File: src/rtl/wb_arbiter_rr.sv
// Round-robin arbiter sharing one Wishbone slave among NUM_MASTERS masters.
// Ownership is held for the whole CYC; a bus-hang watchdog errors out and frees a stalled bus.
module wb_arbiter_rr #(
  parameter int NUM_MASTERS     = 2,
  parameter int ADDR_WIDTH      = 32,
  parameter int DATA_WIDTH      = 32,
  parameter int WATCHDOG_CYCLES = 1024
) (
  input  logic                                   clk,
  input  logic                                   rst_n,
  input  logic [NUM_MASTERS-1:0]                 m_cyc_i,
  input  logic [NUM_MASTERS-1:0]                 m_stb_i,
  input  logic [NUM_MASTERS-1:0]                 m_we_i,
  input  logic [NUM_MASTERS*ADDR_WIDTH-1:0]      m_adr_i,
  input  logic [NUM_MASTERS*DATA_WIDTH-1:0]      m_dat_i,
  input  logic [NUM_MASTERS*(DATA_WIDTH/8)-1:0]  m_sel_i,
  output logic [DATA_WIDTH-1:0]                  m_dat_o,
  output logic [NUM_MASTERS-1:0]                 m_ack_o,
  output logic [NUM_MASTERS-1:0]                 m_err_o,
  output logic                                   s_cyc_o,
  output logic                                   s_stb_o,
  output logic                                   s_we_o,
  output logic [ADDR_WIDTH-1:0]                  s_adr_o,
  output logic [DATA_WIDTH-1:0]                  s_dat_o,
  output logic [DATA_WIDTH/8-1:0]                s_sel_o,
  input  logic [DATA_WIDTH-1:0]                  s_dat_i,
  input  logic                                   s_ack_i,
  input  logic                                   s_err_i,
  output logic [NUM_MASTERS-1:0]                 grant_o,
  output logic                                   wdog_alert_o
);

  localparam int SW = DATA_WIDTH / 8;
  localparam int IW = (NUM_MASTERS > 1) ? $clog2(NUM_MASTERS) : 1;
  localparam int CW = (WATCHDOG_CYCLES > 0) ? $clog2(WATCHDOG_CYCLES + 1) : 1;
  localparam logic [CW-1:0] CNT_MAX  = CW'(WATCHDOG_CYCLES);
  localparam logic [CW-1:0] CNT_FIRE = CW'(WATCHDOG_CYCLES - 1);
  localparam bit WDOG_EN = (WATCHDOG_CYCLES > 0);

  typedef enum logic [1:0] {
    S_IDLE,
    S_GRANT,
    S_WDOG,
    S_DRAIN
  } state_t;

  state_t                 state_q, state_d;
  logic [IW-1:0]          gidx_q, gidx_d;
  logic [IW-1:0]          last_q, last_d;
  logic [NUM_MASTERS-1:0] grant_q, grant_d;
  logic [CW-1:0]          cnt_q, cnt_d;

  logic          g_cyc, g_stb, stall, rel;
  logic [IW:0]   pick_idle, pick_rel;

  // Returns {valid, index} of the first requester after 'last', wrapping; 'last' itself ranks lowest.
  function automatic logic [IW:0] rr_pick(input logic [NUM_MASTERS-1:0] req,
                                          input logic [IW-1:0] last);
    logic [IW:0] r;
    int          idx;
    r = '0;
    for (int k = NUM_MASTERS; k >= 1; k--) begin
      idx = (int'(last) + k) % NUM_MASTERS;
      if (req[idx]) r = {1'b1, idx[IW-1:0]};
    end
    return r;
  endfunction

  assign g_cyc     = m_cyc_i[gidx_q];
  assign g_stb     = m_stb_i[gidx_q];
  assign pick_idle = rr_pick(m_cyc_i, last_q);
  assign pick_rel  = rr_pick(m_cyc_i, gidx_q);
  assign stall     = (state_q == S_GRANT) && g_cyc && g_stb && !s_ack_i && !s_err_i;
  assign rel       = ((state_q == S_GRANT) || (state_q == S_DRAIN)) && !g_cyc;

  always_comb begin
    state_d = state_q;
    gidx_d  = gidx_q;
    last_d  = last_q;
    grant_d = grant_q;
    cnt_d   = cnt_q;
    case (state_q)
      S_IDLE: begin
        if (pick_idle[IW]) begin
          state_d = S_GRANT;
          gidx_d  = pick_idle[IW-1:0];
          grant_d = '0;
          grant_d[pick_idle[IW-1:0]] = 1'b1;
          cnt_d   = '0;
        end
      end
      S_GRANT: begin
        if (stall) begin
          if (cnt_q != CNT_MAX) cnt_d = cnt_q + 1'b1;
          if (WDOG_EN && (cnt_q == CNT_FIRE)) begin
            state_d = S_WDOG;
            cnt_d   = '0;
          end
        end else begin
          cnt_d = '0;
        end
      end
      S_WDOG: begin
        state_d = S_DRAIN;
        cnt_d   = '0;
      end
      S_DRAIN: begin
        cnt_d = '0;
      end
      default: state_d = S_IDLE;
    endcase
    // Release of the owning master overrides everything: hand over directly, or go idle.
    if (rel) begin
      last_d = gidx_q;
      cnt_d  = '0;
      if (pick_rel[IW]) begin
        state_d = S_GRANT;
        gidx_d  = pick_rel[IW-1:0];
        grant_d = '0;
        grant_d[pick_rel[IW-1:0]] = 1'b1;
      end else begin
        state_d = S_IDLE;
        grant_d = '0;
      end
    end
  end

  always_ff @(posedge clk or negedge rst_n) begin
    if (!rst_n) begin
      state_q <= S_IDLE;
      gidx_q  <= '0;
      last_q  <= IW'(NUM_MASTERS - 1);
      grant_q <= '0;
      cnt_q   <= '0;
    end else begin
      state_q <= state_d;
      gidx_q  <= gidx_d;
      last_q  <= last_d;
      grant_q <= grant_d;
      cnt_q   <= cnt_d;
    end
  end

  always_comb begin
    s_cyc_o      = 1'b0;
    s_stb_o      = 1'b0;
    s_we_o       = 1'b0;
    s_adr_o      = '0;
    s_dat_o      = '0;
    s_sel_o      = '0;
    m_ack_o      = '0;
    m_err_o      = '0;
    wdog_alert_o = 1'b0;
    if (state_q != S_IDLE) begin
      s_we_o  = m_we_i[gidx_q];
      s_adr_o = m_adr_i[int'(gidx_q)*ADDR_WIDTH +: ADDR_WIDTH];
      s_dat_o = m_dat_i[int'(gidx_q)*DATA_WIDTH +: DATA_WIDTH];
      s_sel_o = m_sel_i[int'(gidx_q)*SW +: SW];
    end
    case (state_q)
      S_GRANT: begin
        s_cyc_o = g_cyc;
        s_stb_o = g_cyc & g_stb;
        m_ack_o = grant_q & {NUM_MASTERS{s_ack_i}};
        m_err_o = grant_q & {NUM_MASTERS{s_err_i}};
      end
      S_WDOG: begin
        m_err_o      = grant_q;
        wdog_alert_o = 1'b1;
      end
      default: ;
    endcase
  end

  assign grant_o = grant_q;
  assign m_dat_o = s_dat_i;

endmodule

File: config.mk
export PLATFORM = sky130hd
export DESIGN_NAME = wb_arbiter_rr
export DESIGN_NICKNAME = d
export VERILOG_FILES = /design/src/rtl/wb_arbiter_rr.sv
export SDC_FILE = /design/constraint.sdc
export NUM_CORES = 1
export LEC_CHECK = 0
export ABC_AREA = 1
export BUFFER_PORTS_ARGS = -buffer_cell sky130_fd_sc_hd__clkbuf_2
export CAP_MARGIN = 10
export CELL_PAD_IN_SITES_DETAIL_PLACEMENT = 0
export CELL_PAD_IN_SITES_GLOBAL_PLACEMENT = 2
export CORE_MARGIN = 4
export CORE_UTILIZATION = 15
export CTS_CLUSTER_DIAMETER = 200
export DETAILED_ROUTE_END_ITERATION = 10
export GPL_TIMING_DRIVEN = 1
export PLACE_DENSITY_LB_ADDON = 0.1
export SYNTH_ARGS = -nofsm -noshare
export SYNTH_HDL_FRONTEND = slang
export SYNTH_SLANG_ARGS = --single-unit
File: constraint.sdc
create_clock -name clk -period 3.92 [get_ports clk]
set_input_delay 0.588 -clock clk [delete_from_list [all_inputs] [get_ports clk]]
set_output_delay 0.588 -clock clk [all_outputs]
set_load 0.03 [all_outputs]
### Word level (Yosys, flattened, before mapping)

Index checks and enable logic that the tools add are counted.
W data, S select, Z words.

* word-level logic and storage cells: 113
* flip-flop bits (word level): 17

* reduce and logical (&&, ||, !) cells: 20
* $lt $le $gt $ge: 9
* shift-type cells: 3
* muxes and demuxes: 55
* bitwise logic cells: 7
* equal/unequal tests: 9
* add/sub/neg operators: 5

Operator list (count)
* $shiftx A64 B7 Y32: 2
* $mux W32: 2
* $mux W11: 5
* $pmux W11 S3: 1
* $mux W1: 29
* $mux W2: 13
* $lt A2 B3 Y1 const B: 4
* $add A11 B1 Y11 const B: 1
* $eq A11 B10 Y1 const B: 1
* $ne A11 B11 Y1 const B: 1
* $shiftx A8 B4 Y4: 1
* $logic_and A1 B1 Y1: 7
* $lt A1 B2 Y1 const B: 3
* $ne A3 B3 Y1 const B: 2
* $pmux W2 S3: 1
* $reduce_bool A2 Y1: 3
* $ne A5 B3 Y1 const B: 1
* $add A1 B1 Y1 const B: 4
* $and A1 B1 Y1 const A: 4
* $and A2 B2 Y2: 2
* $eq A2 B2 Y1 const B: 2
* $mux W4: 1
* $pmux W2 S2: 1
* $reduce_and A2 Y1: 2
* 11 further kinds: 15

### Depth between registers and ports, before layout

Gate-level depths: netlist of run 1.

* depth in word-level cells: 14
* mapped depth: 11

### Least setup slack after synthesis of run 1

No wires, ideal clock.

* path kind: register to output
* start point: reg state_q[0]
* end point: out m_err_o[0]
* buffers on the path: 0
* stages on the path, launching flop included: 5
* arrival time: 1.609 ns
* path slack: 1.723 ns
* cell sequence: dfrtp_1 -> inv_1 -> ha_1 -> a21oi_1 -> nor3_1

* cells in the longest elaborated chain, start to end: 2

RTL lines
* start, declared: RTL line 47 `state_t state_q, state_d;`
* start signal, assigned: RTL line 136 `state_q <= state_d;`
* $eq A2 B2 Y1 or $eq A2 B1 Y1 (tied branches): RTL line 160 `case (state_q)`
* $pmux W2 S2 (*): RTL line 160
* end, declared: RTL line 19 `output logic [NUM_MASTERS-1:0] m_err_o,`

Mark *: on every way between the ends. The rest lies on a longest branch, timed or not.

### Final worst setup path of run 1

* start point: reg state_q[0]
* end point: out s_dat_o[0]

* cells in the longest elaborated chain, start to end: 2

RTL lines
* $reduce_bool A2 Y1: RTL line 154 `if (state_q != S_IDLE) begin`
* $mux W32: RTL line 154
* end, declared: RTL line 24 `output logic [DATA_WIDTH-1:0] s_dat_o,`

No other way between the ends.

==> metrics, run 1 <==
antenna violations before repair=1; post-route setup TNS=0 ns; Distinct cells, synth=34; R2R depth=8; status=completed; final net count=806; clock root buffer=clkbuf_16; Hold Crit Class=primary input to async pin; Reg clk slew, reported paths=about 0.060 ns; Ports=roughly 290; RePlAce Congestion=0.7547; Initial Util=0.1551; DRC Markers=0; Fin Hold WS=0.2923 ns; Total GRT Usage=0.1269; # setup viols final=0; Syn Inst Count=approximately 450; Starting DRT DRC Count=104; syn nets=about 630; clk buf depth=2; die height=around 140 microns; RSZ-0062 raised after global routing=false; CTS Buf Count=3; die width=between 100 and 150 microns; via count=3294; EDFF count, synth=0; pin count of the biggest net entering global routing=74; Worst VDD drop=246.2 uV; area of the mapped netlist=about 2500 sq um; CTS Hold Buffers Added=0; total wire length=around 13 mm; row count=46; Worst Clk Skew=roughly 0.0015 ns; Max Freq=approximately 350 MHz; fin util=0.2261; worst-margin pin slew=0.6487 ns; Post-Syn Area per Cell=5.570 sq um; CTS tree=done; Design Power=around 0.003 W; Async SR Flop Fraction=1.000; Pleak=between 2 and 2.5 nW; Synth Flop Type=dfrtp_1; Design Area, Final=roughly 3600 sq um; max cap viols=0; CTS Sinks=17; Hold Fails Final Rpt=0; Vias/cell=3.931; I/O Buffers=approximately 220; placed cell area=approximately 3500 sq um; DP HPWL=between 10 and 15 mm; Routed Antenna Nets=0; first-pass GRT wire length=around 19 mm; synth warn=0; PD cells=841.5 nW/um^2; max-slew violations=0; share of cells above drive strength 1=0.4010; post-cts sizing count=0; setup bufs post-CTS=0; clock period minus worst slack=a little under 3 ns; Slew HR=0.5675; Layout area overhead=45.83%; WP data required=3.33 ns; vias in the first global route=approximately 3300; number of synthesized register bits=17; Worst setup EP type=output pin; total grt overflow=0; Initial DRT Pass Iterations=4; Die Area=18730 sq um; core area=about 16000 sq um; Startpoint Class=flip-flop; crit path max fanout=70; Final Cycle Share=0.7391; WS Path Type=flip-flop to output pin; routed len/inst=about 15 microns; Seq/Total Area, Yosys=0.1714; critical path data arrival time=around 2.3 ns; htree depth=1; worst-skew pair later-pin latency=between 0.2 and 0.3 ns
## metrics by stage
stage | worst slack (ns) | instances
after floorplan | 1.723 | 447
after global placement | 1.331 | 833
after detailed placement | 1.263 | 833
after CTS | 0.9773 | 837
after global routing | 0.8324 | 838
final | 1.023 | 838
## layout by cell type (no fill, tap or decap)
cell type / n
a21boi_2: 1
a21oi_1: 5
buf_4: 2
clkbuf_1: 1
clkbuf_16: 3
clkbuf_2: 223
dfrtp_1: 15
dfrtp_2: 1
dfstp_2: 1
diode_2: 1
ha_1: 6
inv_1: 29
inv_2: 2
inv_6: 1
nand2_1: 54
nand2_2: 5
nand2_4: 2
nand3_1: 11
nand3_2: 2
nand3b_1: 2
nand4_1: 6
nand4_2: 1
nor2_1: 155
nor2_2: 1
nor3_1: 4
nor3_2: 1
nor3_4: 1
nor3b_1: 1
o2111ai_1: 1
o211ai_1: 1
o21ai_0: 75
o21ai_1: 2
o21bai_1: 1
o22ai_1: 1
or2_2: 2
xor2_1: 2
## synthesized netlist by cell type (2+ instances only)
cell      number  area share
nand2_4        2      0.0090
o21ai_1        2      0.0040
clkbuf_1      20       0.030
ha_1           6       0.030
nand3_1       11       0.022
nand2_2        5       0.013
xor2_1         2      0.0070
inv_1         29       0.044
inv_2          2      0.0030
buf_6          2      0.0090
or2_2          2      0.0050
nand3b_1       2      0.0060
dfrtp_1       16        0.16
o21ai_0       75        0.15
nand3_2        2      0.0080
buf_4         32       0.096
nand2_1       54       0.081
nand4_1        6       0.015
nor2_1       155        0.23
nor3_1         4      0.0080
a21oi_1        5       0.010
## cell type report
type	instances	area [sq um]
Fill cell	1901	12430
Multi-Input combinational cell	343	1595
Timing Repair Buffer	225	1131
Sequential cell	17	427.9
Tap cell	216	270.3
Inverter	32	125.1
Clock buffer	4	78.83
Antenna cell	1	2.502
## report_power, final
| part | switching, W | internal, W | total, W |
|---|---|---|---|
| registers | 0.0000774 | 0.000213 | 0.000290 |
| clock network | 0.0000754 | 0.000138 | 0.000214 |
| logic | 0.00190 | 0.000656 | 0.00255 |
## logic make-up after synthesis
family          Yosys count  synth area share
compound gates           87            0.1814
simple gates            248            0.4221
flops                    17            0.1714
fa+ha+maj                 6           0.03015
xor+xnor                  2          0.007036
buf+inv                  87            0.1879
## worst max-delay path, stage by stage, from the launching register on
cell and delay, ns:
dfrtp_1 0.42, inv_1 0.10, ha_1 0.26, inv_1 0.07
buf_4 0.47, o21ai_0 0.24, nor2_1 0.21, clkbuf_2 0.24
## registers in the layout, indices dropped and copies added, names as in the netlist
name     flops
cnt_q       11
grant_o      2
state_q      2
gidx_q       1
last_q       1
## layer usage
metal,part of all wire,GRT usage,vias to the layer above
met5,0,0,-
li1,-,-,1739
met4,0.014,0.02993,0
met1,0.38,0.1384,1413
met2,0.51,0.2459,128
met3,0.089,0.02941,14
## path summary, 6_finish.rpt
path	slack (ns)	from	to
hold / removal	0.29	rst_n	cnt_q[5]
hold reg to reg	0.49	last_q	last_q
max in group asynchronous	3.26	rst_n	gidx_q
setup reg to reg	1.41	gidx_q	cnt_q[5]
min in group clk	0.49	last_q	last_q
setup / recovery	1.02	state_q[0]	s_dat_o[0]
(Power assumes the default switching activity.)
==> run 2: changes to the inputs <==
--- a/config.mk
+++ b/config.mk
@@ -11,7 +11,7 @@
 export CELL_PAD_IN_SITES_DETAIL_PLACEMENT = 0
 export CELL_PAD_IN_SITES_GLOBAL_PLACEMENT = 2
 export CORE_MARGIN = 4
-export CORE_UTILIZATION = 15
+export CORE_UTILIZATION = 14
 export CTS_CLUSTER_DIAMETER = 200
 export DETAILED_ROUTE_END_ITERATION = 10
 export GPL_TIMING_DRIVEN = 1
==> constraint.sdc (replaced) <==
create_clock -name clk -period 2.69 [get_ports clk]
set_input_delay 0.4035 -clock clk [delete_from_list [all_inputs] [get_ports clk]]
set_output_delay 0.4035 -clock clk [all_outputs]
set_load 0.03 [all_outputs]
==> run 2 against run 1 <==
Effect of this change:
- largest cell class unchanged
- critical path depth is the same
- cell count increased by 1.3%
- first-iteration DRC count is 1.9% higher
- sequential share of layout area shrank 0.12 points
- sequential power rose by 21%
- clock skew is 0.0048 ns higher
- total power increased by 47%
- setup slack got worse by 0.84 ns
==> metrics, run 2 (synthesized netlist as in run 1, its figures left out) <==
status=completed; Max stage delay on crit path=0.42 ns (-0.05 ns); R2R depth=9 (+1); Reg with most FFs=cnt_q; core area=17360 sq um (+8.1%); Die Area=19980 sq um (+6.7%); I/O Buffers=223 (unchanged); Reg-to-Reg End=cnt_q[1]; Worst setup EP type=output pin; critical path data arrival time=2.10 ns (-0.21 ns); DP HPWL=10.17 mm (-0.63%); total grt overflow=0 (unchanged); worst-margin pin slew=0.6814 ns (+0.03270 ns); Worst R2R Start=gidx_q; reg2reg setup slack=0.67 ns (-0.74 ns); share of cells above drive strength 1=0.4029 (+0.001923); max cap viols=0 (unchanged); clock period minus worst slack=between 2 and 3 ns; max-slew violations=0 (unchanged); Startpoint Class=flip-flop; CTS Sinks=17 (unchanged); most frequent CP cell=inv_1; die height=141.4 microns (+3.3%); clk buf depth=2 (unchanged); setup bufs post-CTS=0 (unchanged); Initial Util=0.1435 (-0.01160); PD cells=1228 nW/um^2 (+46%); fill count=2054 (+8.0%); row count=48 (+4.3%); CTS tree=done; worst-skew pair later-pin latency=0.25 ns (about the same); Routed Antenna Nets=0 (unchanged); crit path cell chain=inv_1 -> ha_1 -> inv_1 -> buf_12 -> o21ai_0 -> nor2_1 -> clkbuf_2; RePlAce Congestion=0.8058 (+6.8%); worst path bufs/invs=4 (unchanged); max reg flops=11 (unchanged); DRC Markers=0 (unchanged); vias in the first global route=3363 (+2.9%); Final Cycle Share=0.9307; CTS Hold Buffers Added=0 (unchanged); Worst Clk Skew=0.006279 ns (+0.004791 ns); routed len/inst=14.80 microns (-2.6%); Reg clk slew, reported paths=0.06 ns (about the same); Max Freq=approximately 400 MHz; Total GRT Usage=0.1182 (-0.008736); Pleak=2.121 nW (+0.72%); total wire length=12.56 mm (-1.4%); # setup viols final=0 (unchanged); antenna violations before repair=1 (unchanged); placed cell area=3588 sq um (+1.1%); CP top delay family=buffers and inverters; Layout area overhead=47.39%; Hold Fails Final Rpt=0 (unchanged); via count=3406 (+3.4%); crit path max fanout=70 (unchanged); Hold Crit Class=primary input to async pin; final net count=808 (+0.25%); Ports=288 (unchanged); Starting DRT DRC Count=106 (+1.9%); post-route setup TNS=0 ns (unchanged); CTS Buf Count=3 (unchanged); most used cells in the layout excluding fill and tap cells=clkbuf_2, nor2_1, o21ai_0; RSZ-0062 raised after global routing=false; Worst VDD drop=415.0 uV (+69%); Design Power=0.004507 W (+47%); pin count of the biggest net entering global routing=73 (-1.4%); first-pass GRT wire length=18.98 mm (+2.3%); WP data required=2.29 ns (-1.04 ns); Slew HR=0.5457 (-0.02180); Initial DRT Pass Iterations=5 (+1); post-cts sizing count=0 (unchanged); Vias/cell=4.012 (+2.1%); WS Path Type=flip-flop to output pin; Critical Path Slowest Stage Cell=dfrtp_1; clock root buffer=clkbuf_16; commonest non-fill, non-tap cell in the layout=clkbuf_2; htree depth=1 (unchanged); die width=141.4 microns (+3.3%); Design Area, Final=3670 sq um (+1.1%)
run 2: worst register-to-register path: cells and delay by family (launching register included):
kind,cells,cell delay (ns)
buffers and inverters,1,0.55
flip-flops,1,0.39
AND/OR/NAND/NOR,8,1.02
run 2: report_power, final:
part | switching, W | internal (W) | total [W]
combinational | 0.00285 | 0.000986 | 0.00384
sequential | 0.0000405 | 0.000311 | 0.000352
clock | 0.000115 | 0.000202 | 0.000317
run 2: worst max path at each step:
stage                    start          end  slack, ns  cells past startpoint
finish              state_q[0]  s_dat_o[22]       0.19                      7
global route        state_q[0]  s_dat_o[22]      0.007                      7
CTS                 state_q[0]  s_dat_o[22]       0.16                      7
detailed placement  state_q[0]  s_dat_o[22]       0.43                      7
global placement    state_q[0]  s_dat_o[22]       0.40                      7
floorplan           state_q[0]   m_err_o[0]       0.68                      4
run 2: cell type report:
type | instances | area, sq um | share of cell area
multi-input combinational | 343 | 1595 | 0.4347
timing repair buffer | 227 | 1159 | 0.3157
sequential | 17 | 427.9 | 0.1166
tap | 225 | 281.5 | 0.07671
inverter | 32 | 125.1 | 0.03409
antenna | 1 | 2.502 | 0.0006819
clock buffer | 4 | 78.83 | 0.02148
run 2: layer usage:
| metal | part of all wire | GRT usage | vias up |
|---|---|---|---|
| met5 | 0 | 0 | - |
| met4 | 0.013 | 0.02703 | 0 |
| met3 | 0.071 | 0.01955 | 12 |
| met2 | 0.52 | 0.2275 | 133 |
| met1 | 0.39 | 0.1352 | 1519 |
| li1 | - | - | 1742 |
run 2: per-stage QoR:
stage,util,hold slack [ns],cells,setup WS (ns)
floorplan,-,0.1079,447,0.6772
global placement,0.2067,0.3979,844,0.3964
detailed placement,0.2067,0.4034,844,0.4339
CTS,0.2113,0.1298,848,0.1587
global route,0.2114,0.1566,849,0.006757
finish,0.2114,0.1047,849,0.1864
